## src/rtl/bch_pkg.sv

```systemverilog
// Shared types and constants for the BCH encoder: code selection, code
// geometry, generator polynomials and LLR byte encoding.
// Build option: define BCH_ENC_SOFT_OUT_EN to emit +/-LLR_MAG soft bytes
// instead of 8'h00 / 8'hFF hard bytes.
package bch_pkg;

    localparam int         MAX_R   = 40;
    localparam int         MAX_M   = 10;
    localparam logic [7:0] LLR_MAG = 8'd127;

    typedef enum logic [1:0] {
        CODE_DFLT     = 2'd0,
        CODE_63_51    = 2'd1,
        CODE_255_239  = 2'd2,
        CODE_1023_983 = 2'd3
    } code_e;

    typedef enum logic [2:0] {
        S_IDLE, S_PAD, S_MSG, S_PAR, S_FLUSH
    } state_e;

`ifdef BCH_ENC_SOFT_OUT_EN
    localparam logic [7:0] BYTE_ZERO = LLR_MAG;
    localparam logic [7:0] BYTE_ONE  = ~LLR_MAG + 8'd1;
`else
    localparam logic [7:0] BYTE_ZERO = 8'h00;
    localparam logic [7:0] BYTE_ONE  = 8'hFF;
`endif

    // Primitive polynomials shared with the decoder (x^m term included)
    localparam logic [10:0] PRIM_M6  = 11'h043;  // x^6+x+1
    localparam logic [10:0] PRIM_M8  = 11'h11D;  // x^8+x^4+x^3+x^2+1
    localparam logic [10:0] PRIM_M10 = 11'h409;  // x^10+x^3+1

    // GF(2^m) multiply, elaboration-time only
    function automatic logic [9:0] gf_mul(input logic [9:0] a, input logic [9:0] b,
                                          input int m, input logic [10:0] prim);
        logic [10:0] aa;
        logic [9:0]  p;
        aa = {1'b0, a};
        p  = '0;
        for (int i = 0; i < m; i++) begin
            if (b[i]) p = p ^ aa[9:0];
            aa = aa << 1;
            if (aa[m]) aa = aa ^ prim;
        end
        return p;
    endfunction

    // base^e by square-and-multiply
    function automatic logic [9:0] gf_pow(input logic [9:0] base, input int e,
                                          input int m, input logic [10:0] prim);
        logic [9:0] res;
        logic [9:0] b;
        res = 10'd1;
        b   = base;
        for (int i = 0; i < MAX_M; i++) begin
            if (e[i]) res = gf_mul(res, b, m, prim);
            b = gf_mul(b, b, m, prim);
        end
        return res;
    endfunction

    // Minimal polynomial of alpha^e: product of (x + beta) over its conjugacy class
    function automatic logic [MAX_R:0] min_poly(input int e, input int m, input logic [10:0] prim);
        logic [MAX_M:0][MAX_M-1:0] c;
        logic [MAX_R:0]            res;
        logic [9:0]                beta;
        int                        n;
        int                        cur;
        bit                        done;
        n    = (1 << m) - 1;
        c    = '0;
        c[0] = 10'd1;
        cur  = e;
        done = 1'b0;
        for (int j = 0; j < MAX_M; j++) begin
            if (!done) begin
                beta = gf_pow(10'd2, cur, m, prim);
                for (int d = MAX_M; d >= 1; d--)
                    c[d] = c[d-1] ^ gf_mul(beta, c[d], m, prim);
                c[0] = gf_mul(beta, c[0], m, prim);
                cur  = (cur * 2) % n;
                if (cur == e) done = 1'b1;
            end
        end
        res = '0;
        for (int d = 0; d <= MAX_M; d++) res[d] = c[d][0];
        return res;
    endfunction

    function automatic logic [MAX_R:0] poly_mul(input logic [MAX_R:0] a, input logic [MAX_R:0] b);
        logic [MAX_R:0] res;
        res = '0;
        for (int i = 0; i <= MAX_R; i++)
            if (b[i]) res = res ^ (a << i);
        return res;
    endfunction

    // g(x) = LCM of minimal polynomials of alpha, alpha^3, ..., alpha^(2t-1)
    function automatic logic [MAX_R:0] gen_poly(input int m, input logic [10:0] prim, input int t);
        logic [MAX_R:0] g;
        g = {{MAX_R{1'b0}}, 1'b1};
        for (int i = 0; i < t; i++) g = poly_mul(g, min_poly(2 * i + 1, m, prim));
        return g;
    endfunction

    // Low coefficients (x^r term dropped); the (63,51) one is 12'h539, (255,239) is 16'h6F63
    localparam logic [MAX_R:0]   G_FULL_63   = gen_poly(6,  PRIM_M6,  2);
    localparam logic [MAX_R:0]   G_FULL_255  = gen_poly(8,  PRIM_M8,  2);
    localparam logic [MAX_R:0]   G_FULL_1023 = gen_poly(10, PRIM_M10, 4);
    localparam logic [MAX_R-1:0] G_LOW_63    = G_FULL_63[MAX_R-1:0];
    localparam logic [MAX_R-1:0] G_LOW_255   = G_FULL_255[MAX_R-1:0];
    localparam logic [MAX_R-1:0] G_LOW_1023  = G_FULL_1023[MAX_R-1:0];

    function automatic code_e norm_code(input logic [1:0] c);
        return (c == 2'd0) ? CODE_1023_983 : code_e'(c);
    endfunction

    function automatic logic [5:0] code_r(input code_e c);
        case (c)
            CODE_63_51:   return 6'd12;
            CODE_255_239: return 6'd16;
            default:      return 6'd40;
        endcase
    endfunction

    // Highest frame position, N-1
    function automatic logic [9:0] code_last_pos(input code_e c);
        case (c)
            CODE_63_51:   return 10'd63;
            CODE_255_239: return 10'd255;
            default:      return 10'd1023;
        endcase
    endfunction

    function automatic logic [MAX_R-1:0] code_g(input code_e c);
        case (c)
            CODE_63_51:   return G_LOW_63;
            CODE_255_239: return G_LOW_255;
            default:      return G_LOW_1023;
        endcase
    endfunction

endpackage

```

## src/rtl/bch_enc_packer.sv

```systemverilog
// Collects codeword bits (highest position first) into 64-bit words of
// eight LLR bytes behind a valid/ready output register. Raises o_stall when
// the eighth bit could not be placed because the previous word is unaccepted.
module bch_enc_packer
    import bch_pkg::*;
(
    input  logic        clk,
    input  logic        rst,
    input  logic        i_push,
    input  logic        i_bit,
    input  logic        i_last,
    input  logic        i_out_ready,
    output logic        o_stall,
    output logic        o_out_valid,
    output logic [63:0] o_odata,
    output logic        o_out_last
);

    logic [6:0]  r_sh;
    logic [2:0]  r_cnt;
    logic        r_valid;
    logic        r_last;
    logic [63:0] r_data;
    logic [7:0]  w_bits;
    logic [63:0] w_word;
    logic        w_full;
    logic        w_load;

    assign w_bits  = {r_sh, i_bit};
    assign w_full  = (r_cnt == 3'd7);
    assign o_stall = w_full && r_valid && !i_out_ready;
    assign w_load  = i_push && w_full && !o_stall;

    // earliest bit lands in the top byte
    for (genvar j = 0; j < 8; j++) begin : g_byte
        assign w_word[8*j +: 8] = w_bits[j] ? BYTE_ONE : BYTE_ZERO;
    end

    // shift in bits; hand a full word to the output register
    always_ff @(posedge clk) begin
        if (rst) begin
            r_sh    <= '0;
            r_cnt   <= '0;
            r_valid <= 1'b0;
            r_last  <= 1'b0;
            r_data  <= '0;
        end else begin
            if (i_push && !w_full) begin
                r_sh  <= {r_sh[5:0], i_bit};
                r_cnt <= r_cnt + 3'd1;
            end
            if (w_load) begin
                r_data  <= w_word;
                r_valid <= 1'b1;
                r_last  <= i_last;
                r_cnt   <= '0;
            end else if (r_valid && i_out_ready) begin
                r_valid <= 1'b0;
                r_last  <= 1'b0;
            end
        end
    end

    assign o_out_valid = r_valid;
    assign o_odata     = r_data;
    assign o_out_last  = r_last;

endmodule

```

## src/rtl/bch_encoder.sv

```systemverilog
// Systematic serial BCH encoder: pad bit, k message bits, r parity bits
// from a generator-polynomial LFSR, packed into 64-bit LLR words.
// Build option: BCH_ENC_SOFT_OUT_EN selects soft +/-LLR_MAG output bytes.
module bch_encoder
    import bch_pkg::*;
(
    input  logic        clk,
    input  logic        rst,
    input  logic        i_start,
    input  logic [1:0]  i_code,
    input  logic        i_in_valid,
    output logic        o_in_ready,
    input  logic        i_in_bit,
    output logic        o_out_valid,
    input  logic        i_out_ready,
    output logic [63:0] o_odata,
    output logic        o_out_last,
    output logic        o_busy
);

    localparam logic [MAX_R-1:0] ONE_R = {{(MAX_R-1){1'b0}}, 1'b1};

    state_e           r_state;
    state_e           w_next;
    code_e            r_code;
    code_e            w_start_code;
    logic [9:0]       r_pos;
    logic [MAX_R-1:0] r_lfsr;
    logic [MAX_R-1:0] w_g;
    logic [MAX_R-1:0] w_mask;
    logic [MAX_R-1:0] w_lfsr_msg;
    logic [MAX_R-1:0] w_lfsr_par;
    logic [5:0]       w_r;
    logic             w_top;
    logic             w_fb;
    logic             w_stall;
    logic             w_push;
    logic             w_bit;
    logic             w_last;

    assign w_start_code = norm_code(i_code);
    assign w_r          = code_r(r_code);
    assign w_g          = code_g(r_code);
    assign w_mask       = (ONE_R << w_r) - ONE_R;
    assign w_top        = r_lfsr[w_r - 6'd1];
    assign w_fb         = i_in_bit ^ w_top;
    assign w_lfsr_msg   = ((r_lfsr << 1) ^ (w_fb ? w_g : '0)) & w_mask;
    assign w_lfsr_par   = (r_lfsr << 1) & w_mask;

    // state register
    always_ff @(posedge clk) begin
        if (rst) r_state <= S_IDLE;
        else     r_state <= w_next;
    end

    // next state; message ends at position r, parity at position 0
    always_comb begin
        w_next = r_state;
        case (r_state)
            S_IDLE:  if (i_start) w_next = S_PAD;
            S_PAD:   if (w_push) w_next = S_MSG;
            S_MSG:   if (w_push && r_pos == {4'd0, w_r}) w_next = S_PAR;
            S_PAR:   if (w_push && r_pos == 10'd0) w_next = S_FLUSH;
            S_FLUSH: if (o_out_valid && i_out_ready && o_out_last) w_next = S_IDLE;
            default: w_next = S_IDLE;
        endcase
    end

    // per-state handshake and bit selection into the packer
    always_comb begin
        o_in_ready = 1'b0;
        w_push     = 1'b0;
        w_bit      = 1'b0;
        w_last     = 1'b0;
        o_busy     = (r_state != S_IDLE);
        case (r_state)
            S_PAD: w_push = !w_stall;
            S_MSG: begin
                o_in_ready = !w_stall;
                w_push     = !w_stall && i_in_valid;
                w_bit      = i_in_bit;
            end
            S_PAR: begin
                w_push = !w_stall;
                w_bit  = w_top;
                w_last = (r_pos == 10'd0);
            end
            default: ;
        endcase
    end

    // frame setup, position countdown and parity LFSR
    always_ff @(posedge clk) begin
        if (rst) begin
            r_code <= CODE_DFLT;
            r_pos  <= '0;
            r_lfsr <= '0;
        end else if (r_state == S_IDLE) begin
            if (i_start) begin
                r_code <= w_start_code;
                r_pos  <= code_last_pos(w_start_code);
                r_lfsr <= '0;
            end
        end else if (w_push) begin
            if (r_pos != 10'd0) r_pos <= r_pos - 10'd1;
            if (r_state == S_MSG)      r_lfsr <= w_lfsr_msg;
            else if (r_state == S_PAR) r_lfsr <= w_lfsr_par;
        end
    end

    bch_enc_packer u_packer (
        .clk         (clk),
        .rst         (rst),
        .i_push      (w_push),
        .i_bit       (w_bit),
        .i_last      (w_last),
        .i_out_ready (i_out_ready),
        .o_stall     (w_stall),
        .o_out_valid (o_out_valid),
        .o_odata     (o_odata),
        .o_out_last  (o_out_last)
    );

endmodule

```

## config.mk

```make
export PLATFORM = sky130hd
export DESIGN_NAME = bch_encoder
export DESIGN_NICKNAME = d
export VERILOG_FILES = /design/src/rtl/bch_pkg.sv /design/src/rtl/bch_enc_packer.sv /design/src/rtl/bch_encoder.sv
export SDC_FILE = /design/constraint.sdc
export NUM_CORES = 1
export LEC_CHECK = 0
export CORE_ASPECT_RATIO = 0.7
export CORE_MARGIN = 5
export CORE_UTILIZATION = 55
export CTS_CLUSTER_DIAMETER = 200
export DETAILED_ROUTE_END_ITERATION = 6
export DONT_BUFFER_PORTS = 1
export PLACE_DENSITY_LB_ADDON = 0.25
export RECOVER_POWER = 25
export SLEW_MARGIN = 20
export SYNTH_ARGS = -nofsm -noshare
export SYNTH_HDL_FRONTEND = slang
export SYNTH_SLANG_ARGS = --single-unit
```

## constraint.sdc

```tcl
create_clock -name clk -period 3.5 [get_ports clk]
set_input_delay 0.875 -clock clk [delete_from_list [all_inputs] [get_ports clk]]
set_output_delay 0.875 -clock clk [all_outputs]
set_load 0.02 [all_outputs]
```

==> out/qor.yml, run 1 <==
finalPower_mw: 2.63
powerDensity_nw_per_um2: 629
drc: 0
comb_power_share_pct: 28.0
synth_top_area_share_pct: 34.8
dp.cells: 531
dp_hpwl_um: 6000
fp.dieW_um: 116
min_period_ns: 3.23
ant_nets: 0
start_util_pct: 55.6
via_count: 3326
drive_gt1_share_pct: 9.64
fin_ws_ns: 0.271
path_buf_inv: 1
drtPass1Iterations: 5
numPortBuffers: 0
grt_pass1_vias: 3135
synth_fa_ha_area_share_pct: 3.19
p_leak_nw: 1.60
synth-seq-cells: 75
crit_fanout: 7
synth_edf_count: 0
switching_share_pct: 37.0
h-tree-depth: 3
p_seq_share_pct: 38.5
final_cell_mix: "dfxtp_1, nand2_1, nor2_1"
synthFlopType: "dfxtp_1"
crit_top_cell: "nand2_1"
synth_top_family_by_area: "simple AND/OR/NAND/NOR gates"
antenna_found_initial: 0
drtIter0Drc: 223
finalSetupViolations: 0
die_area_um2: 9750
crit_arrival_ns: 3.52
cts_resized: 0
min_path_type: "reg -> reg"
drv_slew: 6
area_delta_synth_final_pct: -3.01
clock-root-buffer: "clkbuf_16"
netlist_instances: 509
ir_drop_uv: 331
clk_path_buf_depth: 2
pre_cts_ws_ns: 0.323
grtUsageTotal_pct: 19.4
nFillCells: 723
grt_max_degree: 48
via_per_inst: 6.08
finalNonFillerCells: 547
cts.clk_slew.worst_paths_ns: 0.07
synth-compound-area-share_pct: 20.2
async_reset_ff_share_pct: 0
rsz0062_at_grt: "no"
hold_violations: 0
final.period_utilization_pct: 92.3
synthMuxAreaShare_pct: 1.59
ys_warn_count: 0
synth.distinct_cells: 60
clock_latency_ns: 0.34
postSynthAreaPerCell_um2: 8.49
postCtsHoldBufs: 0
cp_slowest_cell: "nor3b_1"
intPower_mw: 1.66
worst_clock_skew_ns: 0.00814
worst_slew_pin_slew_ns: 1.53
violations: "max-capacitance violations, max-slew violations"
grt_overflow_total: 0
synth_top_cell_by_area: "dfxtp_1"
cts_tree: "yes"
required_ns: 3.79
chipHeight_um: 84.1
numCtsBuffers: 9
maxSlewHeadroom_pct: -2.04
clockPowerShare_pct: 33.5
switchingPower_mw: 0.974
io_pins: 76
routabilityCongestion: 0.883
worstPathCellList: "inv_1 -> ha_1 -> nor3b_1 -> nand2_1 -> ha_1 -> or4b_1 -> nor4_1 -> nand2_1 -> mux2_2 -> nand2_1"
end_kind: "flop"
path_delay_family: "simple AND/OR/NAND/NOR gates"
worst_setup_path_start_kind: "flop"
synth.yosys.seq_area_share_pct: 34.8
synth.area.top_cells: "dfxtp_1, buf_4, nand2_1"
synth-simple-area-share_pct: 22.0
clkSinkCount: 75
synth-xor-area-share_pct: 3.24
antenna_cells: 0
setup-tns-final_ns: 0
dpl_cell_area_um2: 3920
layout.nets: 460
routedWlPerCell_um: 16.5
post_cts_buffers: 0
max-cap-violations: 3
final_area_um2: 4190
status: "finished, violations left"
crit_type: "reg -> reg"
grt_pass1_wl_um: 15300
final_common_cell: "dfxtp_1"
syn-num-nets: 528
cpPeakStageDelay_ns: 0.57
max_freq_mhz: 310
finalWirelength_um: 9010
netlist_area_um2: 4320
core-area_um2: 7770
rows: 27
through the flow:
step | utilization [%] | hold slack [ns]
floorplan | - | 0.425
global placement | 50.5 | 0.440
detailed placement | 50.5 | 0.444
CTS | 54.2 | 0.453
global route | 53.9 | 0.473
finish | 53.9 | 0.449
layer usage:
layer | share of wire [%] | GRT usage [%] | up-vias
met2 | 45 | 27.8 | 88
li1 | - | - | 1645
met1 | 48 | 27.7 | 1581
met5 | 0 | 0 | -
met3 | 6.3 | 5.91 | 12
met4 | 1.3 | 6.53 | 0
logic make-up (layout without fill, tap and decap cells):
group,Yosys count,after routing
AO/OA/AOI/OAI,124,124
XOR/XNOR,13,13
adder cells (fa/ha/maj),11,11
buffers and inverters,102,39
flip-flops,75,75
multiplexers,5,5
AND/OR/NAND/NOR,179,179
tightest hold or removal path: cells and delay by family, from the launching register on:
family / cells / cell delay, ns
AOI/OAI and AO/OA: 1 / 0.05
DFF: 1 / 0.31
and+or+nand+nor: 1 / 0.05
state kept, by name (all words and copies together) (netlist names):
signal,cells
u_packer.o_odata,8
r_pos,10
u_packer.r_sh,7
u_packer.o_out_last,1
r_lfsr,40
r_code,2
u_packer.o_out_valid,1
u_packer.r_cnt,3
r_state,3
area by class of cell:
cell class | instances | area [µm²] | area share [%]
clock inverter | 7 | 61.3 | 1.46
sequential | 75 | 1510 | 36.0
multi-input combinational | 332 | 2160 | 51.5
timing repair buffer | 8 | 56.3 | 1.34
tap | 101 | 126 | 3.02
clock buffer | 9 | 225 | 5.38
inverter | 15 | 56.3 | 1.34
final timing paths:
check / cells after the start / endpoint / from / slack, ns
worst min-delay path: 2 / u_packer.r_sh[6]$_SDFFE_PP0P_ / u_packer.r_sh[6]$_SDFFE_PP0P_ / 0.45
worst min register to register: 2 / u_packer.r_sh[6]$_SDFFE_PP0P_ / u_packer.r_sh[6]$_SDFFE_PP0P_ / 0.45
worst max register to register: 10 / r_lfsr[4]$_SDFFE_PP0P_ / r_code[0]$_SDFFE_PP0P_ / 0.27
worst max-delay path: 10 / r_lfsr[4]$_SDFFE_PP0P_ / r_code[0]$_SDFFE_PP0P_ / 0.27
synth_stat cells, types with 3 or more instances:
master,count
nand3_1,11
nand2b_1,5
o211ai_1,14
dfxtp_1,75
xnor2_1,3
inv_1,15
a32oi_1,19
and2_1,5
nand2_1,57
a22o_1,8
buf_2,12
nor3_1,14
clkbuf_1,13
a21oi_1,33
nor3_2,3
nand4_1,3
a22oi_1,11
xor2_1,8
nor4_1,5
buf_6,4
nor2_1,47
o311ai_1,5
o21ai_0,15
ha_1,11
buf_4,56
o211a_1,4
a211oi_1,8
power groups by stage:
stage | clock (mW) | sequential (mW) | combinational, mW
2_1_floorplan | 0 | 0.993 | 0.620
4_1_cts | 0.902 | 1.02 | 0.739
3_5_place_dp | 0 | 1.03 | 0.735
5_1_grt | 0.949 | 1.03 | 0.822
6_report | 0.882 | 1.01 | 0.738
3_3_place_gp | 0 | 1.03 | 0.713
(Power assumes the default switching activity.)
==> run 2, diff against run 1 <==
--- a/config.mk
+++ b/config.mk
@@ -5,7 +5,6 @@
 export SDC_FILE = /design/constraint.sdc
 export NUM_CORES = 1
 export LEC_CHECK = 0
-export CORE_ASPECT_RATIO = 0.7
 export CORE_MARGIN = 5
 export CORE_UTILIZATION = 55
 export CTS_CLUSTER_DIAMETER = 200
==> constraint.sdc (replaced) <==
create_clock -name clk -period 3.9 [get_ports clk]
set_input_delay 0.975 -clock clk [delete_from_list [all_inputs] [get_ports clk]]
set_output_delay 0.975 -clock clk [all_outputs]
set_load 0.02 [all_outputs]
==> run 2 against run 1 <==
Effect of this change:
- the run still ends with max-capacitance violations, max-slew violations left
- setup slack improved by 0.47 ns
- critical path depth unchanged
- highest routed layer unchanged
- non-clock buffer count fell by 4
- via count down 1.6%
- sequential power decreased by 10%
- routed wire length down 2.9%
- sequential share of layout area grew 1.1 points
- global-route usage decreased by 0.74 points
==> out/qor.yml, run 2 (synthesis results as in run 1) <==
status: "finished, violations left"
violations: "max-capacitance violations, max-slew violations"
clkSinkCount: 75  # unchanged
max-cap-violations: 3  # unchanged
chipHeight_um: 98.6  # +17%
holdWs_ns: 0.456  # +0.00649 ns
via_per_inst: 6.02  # -1.1%
cts_tree: "yes"
drc: 0  # unchanged
comb_power_share_pct: 29.5  # +1.5 points
grt_overflow_total: 0  # unchanged
min_path_type: "reg -> reg"
crit_arrival_ns: 3.47  # -0.05 ns
drtPass1Iterations: 4  # -1
powerDensity_nw_per_um2: 529  # -16%
post_cts_buffers: 0  # unchanged
grt_max_degree: 48  # unchanged
routedWlPerCell_um: 16.1  # -2.3%
final.period_utilization_pct: 80.9  # -11 points
rows: 32  # +19%
grtUsageTotal_pct: 18.6  # -0.74 points
min_period_ns: 3.15  # -0.0748 ns
clockPowerShare_pct: 28.5  # -5.0 points
core-area_um2: 7690  # -1.1%
p_seq_share_pct: 42.0  # +3.5 points
regMostFlops: "r_lfsr"
pre_cts_ws_ns: 0.785  # +0.462 ns
h-tree-depth: 3  # unchanged
worst_slew_pin_slew_ns: 1.55  # +0.0173 ns
die_area_um2: 9720  # -0.29%
area_delta_synth_final_pct: -5.76
crit_type: "reg -> reg"
required_ns: 4.21  # +0.42 ns
intPower_mw: 1.35  # -19%
setup-tns-final_ns: 0  # unchanged
worst_setup_path_start_kind: "flop"
layout.nets: 456  # -0.87%
ant_nets: 0  # unchanged
end_kind: "flop"
cts_resized: 0  # unchanged
numPortBuffers: 0  # unchanged
antenna_found_initial: 0  # unchanged
numCtsBuffers: 9  # unchanged
max_freq_mhz: 317  # +2.4%
drive_gt1_share_pct: 9.05  # -0.59 points
worst_clock_skew_ns: 0.00698  # -0.00116 ns
cts.clk_slew.worst_paths_ns: 0.08  # about the same
final_cell_mix: "dfxtp_1, nand2_1, nor2_1"
fin_util_pct: 52.9  # -0.97 points
drv_slew: 6  # unchanged
final_common_cell: "dfxtp_1"
p_leak_nw: 1.56  # -2.9%
routabilityCongestion: 0.814  # -7.8%
clock-root-buffer: "clkbuf_8"
drtIter0Drc: 244  # +9.4%
antenna_cells: 0  # unchanged
finalWirelength_um: 8750  # -2.9%
io_pins: 76  # unchanged
grt_pass1_wl_um: 15000  # -2.2%
maxSlewHeadroom_pct: -3.19  # -1.2 points
clk_path_buf_depth: 2  # unchanged
dp_hpwl_um: 5850  # -2.5%
rsz0062_at_grt: "no"
switching_share_pct: 37.5  # +0.55 points
largest_reg_flops: 40  # unchanged
fin_ws_ns: 0.746  # +0.475 ns
switchingPower_mw: 0.808  # -17%
grt_pass1_vias: 3015  # -3.8%
fp.dieW_um: 98.6  # -15%
via_count: 3273  # -1.6%
finalSetupViolations: 0  # unchanged
ir_drop_uv: 264  # -20%
start_util_pct: 56.2  # +0.60 points
clock_latency_ns: 0.36  # +0.02 ns
postCtsHoldBufs: 0  # unchanged
hold_violations: 0  # unchanged
crit_fanout: 7  # unchanged
-- run 2: worst max-delay path, stage by stage (launching register included) --
cell and delay [ns]:
dfxtp_1 0.39, inv_1 0.08, ha_1 0.42, nor3b_1 0.55, nand2_1 0.12, ha_1 0.31, or4b_1 0.51, nor4_1 0.32
nand2_1 0.09, mux2_2 0.27, nand2_1 0.05
-- run 2: stage by stage --
stage	instances	total power, mW	area [µm²]
floorplan	509	1.45	4320
global placement	528	1.55	3890
detailed placement	528	1.56	3890
CTS	544	2.19	4100
global route	544	2.29	4070
finish	544	2.15	4070
-- run 2: worst paths after layout --
kind,start,to,cells after the start,slack (ns)
worst max register to register,r_code[0]$_SDFFE_PP0P_,r_lfsr[4]$_SDFFE_PP0P_,10,0.75
worst max-delay path,r_code[0]$_SDFFE_PP0P_,r_lfsr[4]$_SDFFE_PP0P_,10,0.75
worst min-delay path,r_lfsr[1]$_SDFFE_PP0P_,r_lfsr[2]$_SDFFE_PP0P_,2,0.46
worst min register to register,r_lfsr[1]$_SDFFE_PP0P_,r_lfsr[2]$_SDFFE_PP0P_,2,0.46
-- run 2: metal layers --
metal  up-vias  part of all wire (%)  GRT usage, %
li1       1625                     -             -
met1      1567                    47          25.6
met2        62                    46          27.9
met3        19                   4.6          4.53
met4         0                   2.7          7.98
met5         -                     0             0
-- run 2: power groups by stage --
stage                     Sequential [mW]  Clock (mW)  Combinational, mW
after global placement              0.927           0              0.626
after CTS                           0.912       0.634              0.640
final                               0.905       0.614              0.635
after floorplan                     0.891           0              0.556
after global routing                0.915       0.667              0.708
after detailed placement            0.930           0              0.635
-- run 2: area by class of cell --
class,count,area (µm²)
clock inverter,6,65.1
multi-input combinational,332,2150
tap,102,128
sequential,75,1510
inverter,15,56.3
timing repair buffer,4,30.0
clock buffer,10,138
fill,739,3620
==> run 3, diff against run 2 <==
--- a/config.mk
+++ b/config.mk
@@ -5,6 +5,7 @@
 export SDC_FILE = /design/constraint.sdc
 export NUM_CORES = 1
 export LEC_CHECK = 0
+export ABC_AREA = 1
 export CORE_MARGIN = 5
 export CORE_UTILIZATION = 55
 export CTS_CLUSTER_DIAMETER = 200
==> constraint.sdc (replaced) <==
create_clock -name clk -period 3.2 [get_ports clk]
set_input_delay 0.8 -clock clk [delete_from_list [all_inputs] [get_ports clk]]
set_output_delay 0.8 -clock clk [all_outputs]
set_load 0.02 [all_outputs]
==> run 3 against run 2 <==
Effect of this change:
- critical path depth shrank 6
- setup slack worse by 0.13 ns
- largest power group is now combinational cells
- the flow still finishes with violations (max-capacitance violations, max-slew violations)
- routed wire length is 5.2% lower
- combinational power grew 100%
- clock power increased by 4.1%
- design area hardly changed
- final cell count grew 18%
- area after synthesis rose by 1.3%
- register-to-register slack got worse by 0.13 ns
- synthesized cell count rose by 19%
==> out/qor.yml, run 3 <==
status: "finished, violations left"
violations: "max-capacitance violations, max-slew violations"
intPower_mw: 1.70  # +26%
synth-seq-cells: 75  # unchanged
start_util_pct: 56.6  # +0.42 points
setup-tns-final_ns: 0  # unchanged
final_common_cell: "nand2_1"
required_ns: 2.40  # -1.81 ns
area_delta_synth_final_pct: -6.98
clock_latency_ns: 0.35  # about the same
synth_most_common_cell: "nand2_1"
path_buf_inv: 2  # +1
ys_top_cells_by_count: "nand2_1, dfxtp_1, inv_1, buf_4, a21oi_1"
numCtsBuffers: 9  # unchanged
powerDensity_nw_per_um2: 756  # +43%
pre_cts_ws_ns: 0.748  # -0.0376 ns
crit_arrival_ns: 1.78  # -1.69 ns
clock-root-buffer: "clkbuf_8"
routabilityCongestion: 0.921  # +13%
rsz0062_at_grt: "no"
switching_share_pct: 44.9  # +7.4 points
final_cell_mix: "nand2_1, dfxtp_1, inv_1"
clkSinkCount: 75  # unchanged
finalWirelength_um: 8300  # -5.2%
comb_power_share_pct: 41.3  # +12 points
drive_gt1_share_pct: 14.5  # +5.4 points
io_pins: 76  # unchanged
grt_pass1_wl_um: 14500  # -3.3%
worst_setup_path_start_kind: "flop"
clockPowerShare_pct: 20.8  # -7.7 points
synth.distinct_cells: 34  # -43%
cts_resized: 0  # unchanged
path_delay_family: "simple AND/OR/NAND/NOR gates"
synthFlopType: "dfxtp_1"
grt_overflow_total: 0  # unchanged
die_area_um2: 9840  # +1.1%
synth_fa_ha_area_share_pct: 3.15  # -0.040 points
netlist_instances: 604  # +19%
netlist_area_um2: 4370  # +1.3%
use_met3_pct: 3.23  # -1.3 points
finalNonFillerCells: 641  # +18%
top_usage_layer: "met2"
crit_type: "reg -> out"
p_seq_share_pct: 37.9  # -4.1 points
end_kind: "output port"
async_reset_ff_share_pct: 0  # unchanged
synth-compound-area-share_pct: 14.7  # -5.5 points
max-cap-violations: 2  # -1
worst_clock_skew_ns: 0.0104  # +0.00343 ns
dp.cells: 626  # +19%
final.period_utilization_pct: 80.6
ant_nets: 0  # unchanged
postSynthAreaPerCell_um2: 7.24  # -15%
synth_top_area_share_pct: 34.3  # -0.44 points
synth.area.top_cells: "dfxtp_1, nand2_1, buf_4"
maxSlewHeadroom_pct: -3.11  # +0.078 points
nFillCells: 769  # +4.1%
grtUsageTotal_pct: 17.7  # -0.98 points
synth_top_cell_by_area: "dfxtp_1"
rrSetupSlack_ns: 0.62  # -0.13 ns
layout.nets: 554  # +21%
synthMuxAreaShare_pct: 0  # -1.6 points
min_period_ns: 2.58
synth-xor-area-share_pct: 1.00  # -2.2 points
hold_violations: 0  # unchanged
clk_path_buf_depth: 2  # unchanged
p_leak_nw: 1.58  # +1.7%
antenna_found_initial: 0  # unchanged
worst_slew_pin_slew_ns: 1.54  # -0.00116 ns
cts.clk_slew.worst_paths_ns: 0.08  # about the same
drv_slew: 4  # -2
antenna_cells: 0  # unchanged
via_per_inst: 5.29  # -12%
worstPathCellList: "nor2_4 -> inv_2 -> nor2_1 -> inv_1"
drtIter0Drc: 255  # +4.5%
numPortBuffers: 0  # unchanged
switchingPower_mw: 1.38  # +71%
synth.yosys.seq_area_share_pct: 34.3  # -0.44 points
crit_fanout: 9  # +2
cts_tree: "yes"
final_area_um2: 4070  # about the same
grt_util_met1_pct: 23.6  # -2.0 points
cp_slowest_cell: "nor2_1"
fp.dieW_um: 99.2  # +0.57%
core-area_um2: 7730  # +0.52%
chipHeight_um: 99.2  # +0.57%
postCtsHoldBufs: 0  # unchanged
cpPeakStageDelay_ns: 0.49  # -0.06 ns
regMostFlops: "r_lfsr"
routedWlPerCell_um: 13.0  # -20%
ys_warn_count: 0  # unchanged
max_freq_mhz: 388
min_path_type: "reg -> reg"
syn-num-nets: 623  # +18%
largest_reg_flops: 40  # unchanged
rows: 32  # unchanged
synth_top_family_by_area: "simple AND/OR/NAND/NOR gates"
post_cts_buffers: 0  # unchanged
synth_edf_count: 0  # unchanged
met2_usage_pct: 28.4  # +0.48 points
fin_ws_ns: 0.620  # -0.125 ns
dpl_cell_area_um2: 3950  # +1.4%
dp_hpwl_um: 5720  # -2.1%
drc: 0  # unchanged
finalSetupViolations: 0  # unchanged
synth-simple-area-share_pct: 27.2  # +5.2 points
drtPass1Iterations: 4  # unchanged
via_count: 3392  # +3.6%
ir_drop_uv: 385  # +46%
grt_pass1_vias: 3155  # +4.6%
h-tree-depth: 3  # unchanged
grt_max_degree: 53  # +10%
[run 3: cell types whose count changed after synthesis, sizes merged, moves of 13 or more]
cell    delta
nand2     +88
inv       +61
nand3     +38
a21oi     +34
a32oi     -19
o21ai     +18
nor2      -17
nand4     +16
o211ai    -13
[run 3: routing by layer]
metal / up-vias / wire (µm)
li1: 1754 / -
met1: 1545 / 3990
met2: 76 / 3730
met3: 17 / 430
met4: 0 / 152
met5: - / 0
[run 3: final timing paths]
kind / from / to / cells past startpoint
max: r_state[0]$_SDFFE_PP0P_ / o_busy / 4
min reg2reg: r_lfsr[16]$_SDFFE_PP0P_ / r_lfsr[16]$_SDFFE_PP0P_ / 2
min: r_lfsr[16]$_SDFFE_PP0P_ / r_lfsr[16]$_SDFFE_PP0P_ / 2
max reg2reg: u_packer.r_cnt[0]$_SDFFE_PP0P_ / r_lfsr[24]$_SDFFE_PP0P_ / 10
[run 3: stage by stage]
stage / hold slack (ns) / util (%) / total power, mW
2_1_floorplan: 0.436 / - / 2.33
3_3_place_gp: 0.446 / 51.1 / 2.48
3_5_place_dp: 0.455 / 51.1 / 2.50
4_1_cts: 0.467 / 53.2 / 3.14
5_1_grt: 0.480 / 52.7 / 3.34
6_report: 0.464 / 52.7 / 3.08
[run 3: tightest hold or removal path, stage by stage, from the launching register on]
cell and delay [ns]:
dfxtp_1 0.31, nand2_1 0.06, a21oi_1 0.06
[run 3: layout make-up]
class	instances	area, µm²	share of cell area, %
Clock buffer	9	124	3.04
Clock inverter	6	41.3	1.01
Inverter	77	290	7.13
Multi-Input combinational cell	372	1980	48.6
Sequential cell	75	1510	37.1
Tap cell	102	128	3.14
[run 3: cell families (layout without fill, tap and decap cells)]
family / after synthesis / count (layout)
xor+xnor: 5 / 5
buf+inv: 157 / 92
flops: 75 / 75
compound gates: 107 / 107
simple gates: 249 / 249
fa+ha+maj: 11 / 11
[run 3: power groups by stage]
stage	Sequential, mW	Clock [mW]	Combinational [mW]
finish	1.17	0.639	1.27
global route	1.18	0.702	1.45
CTS	1.17	0.655	1.31
detailed placement	1.20	0	1.31
global placement	1.19	0	1.29
floorplan	1.17	0	1.17
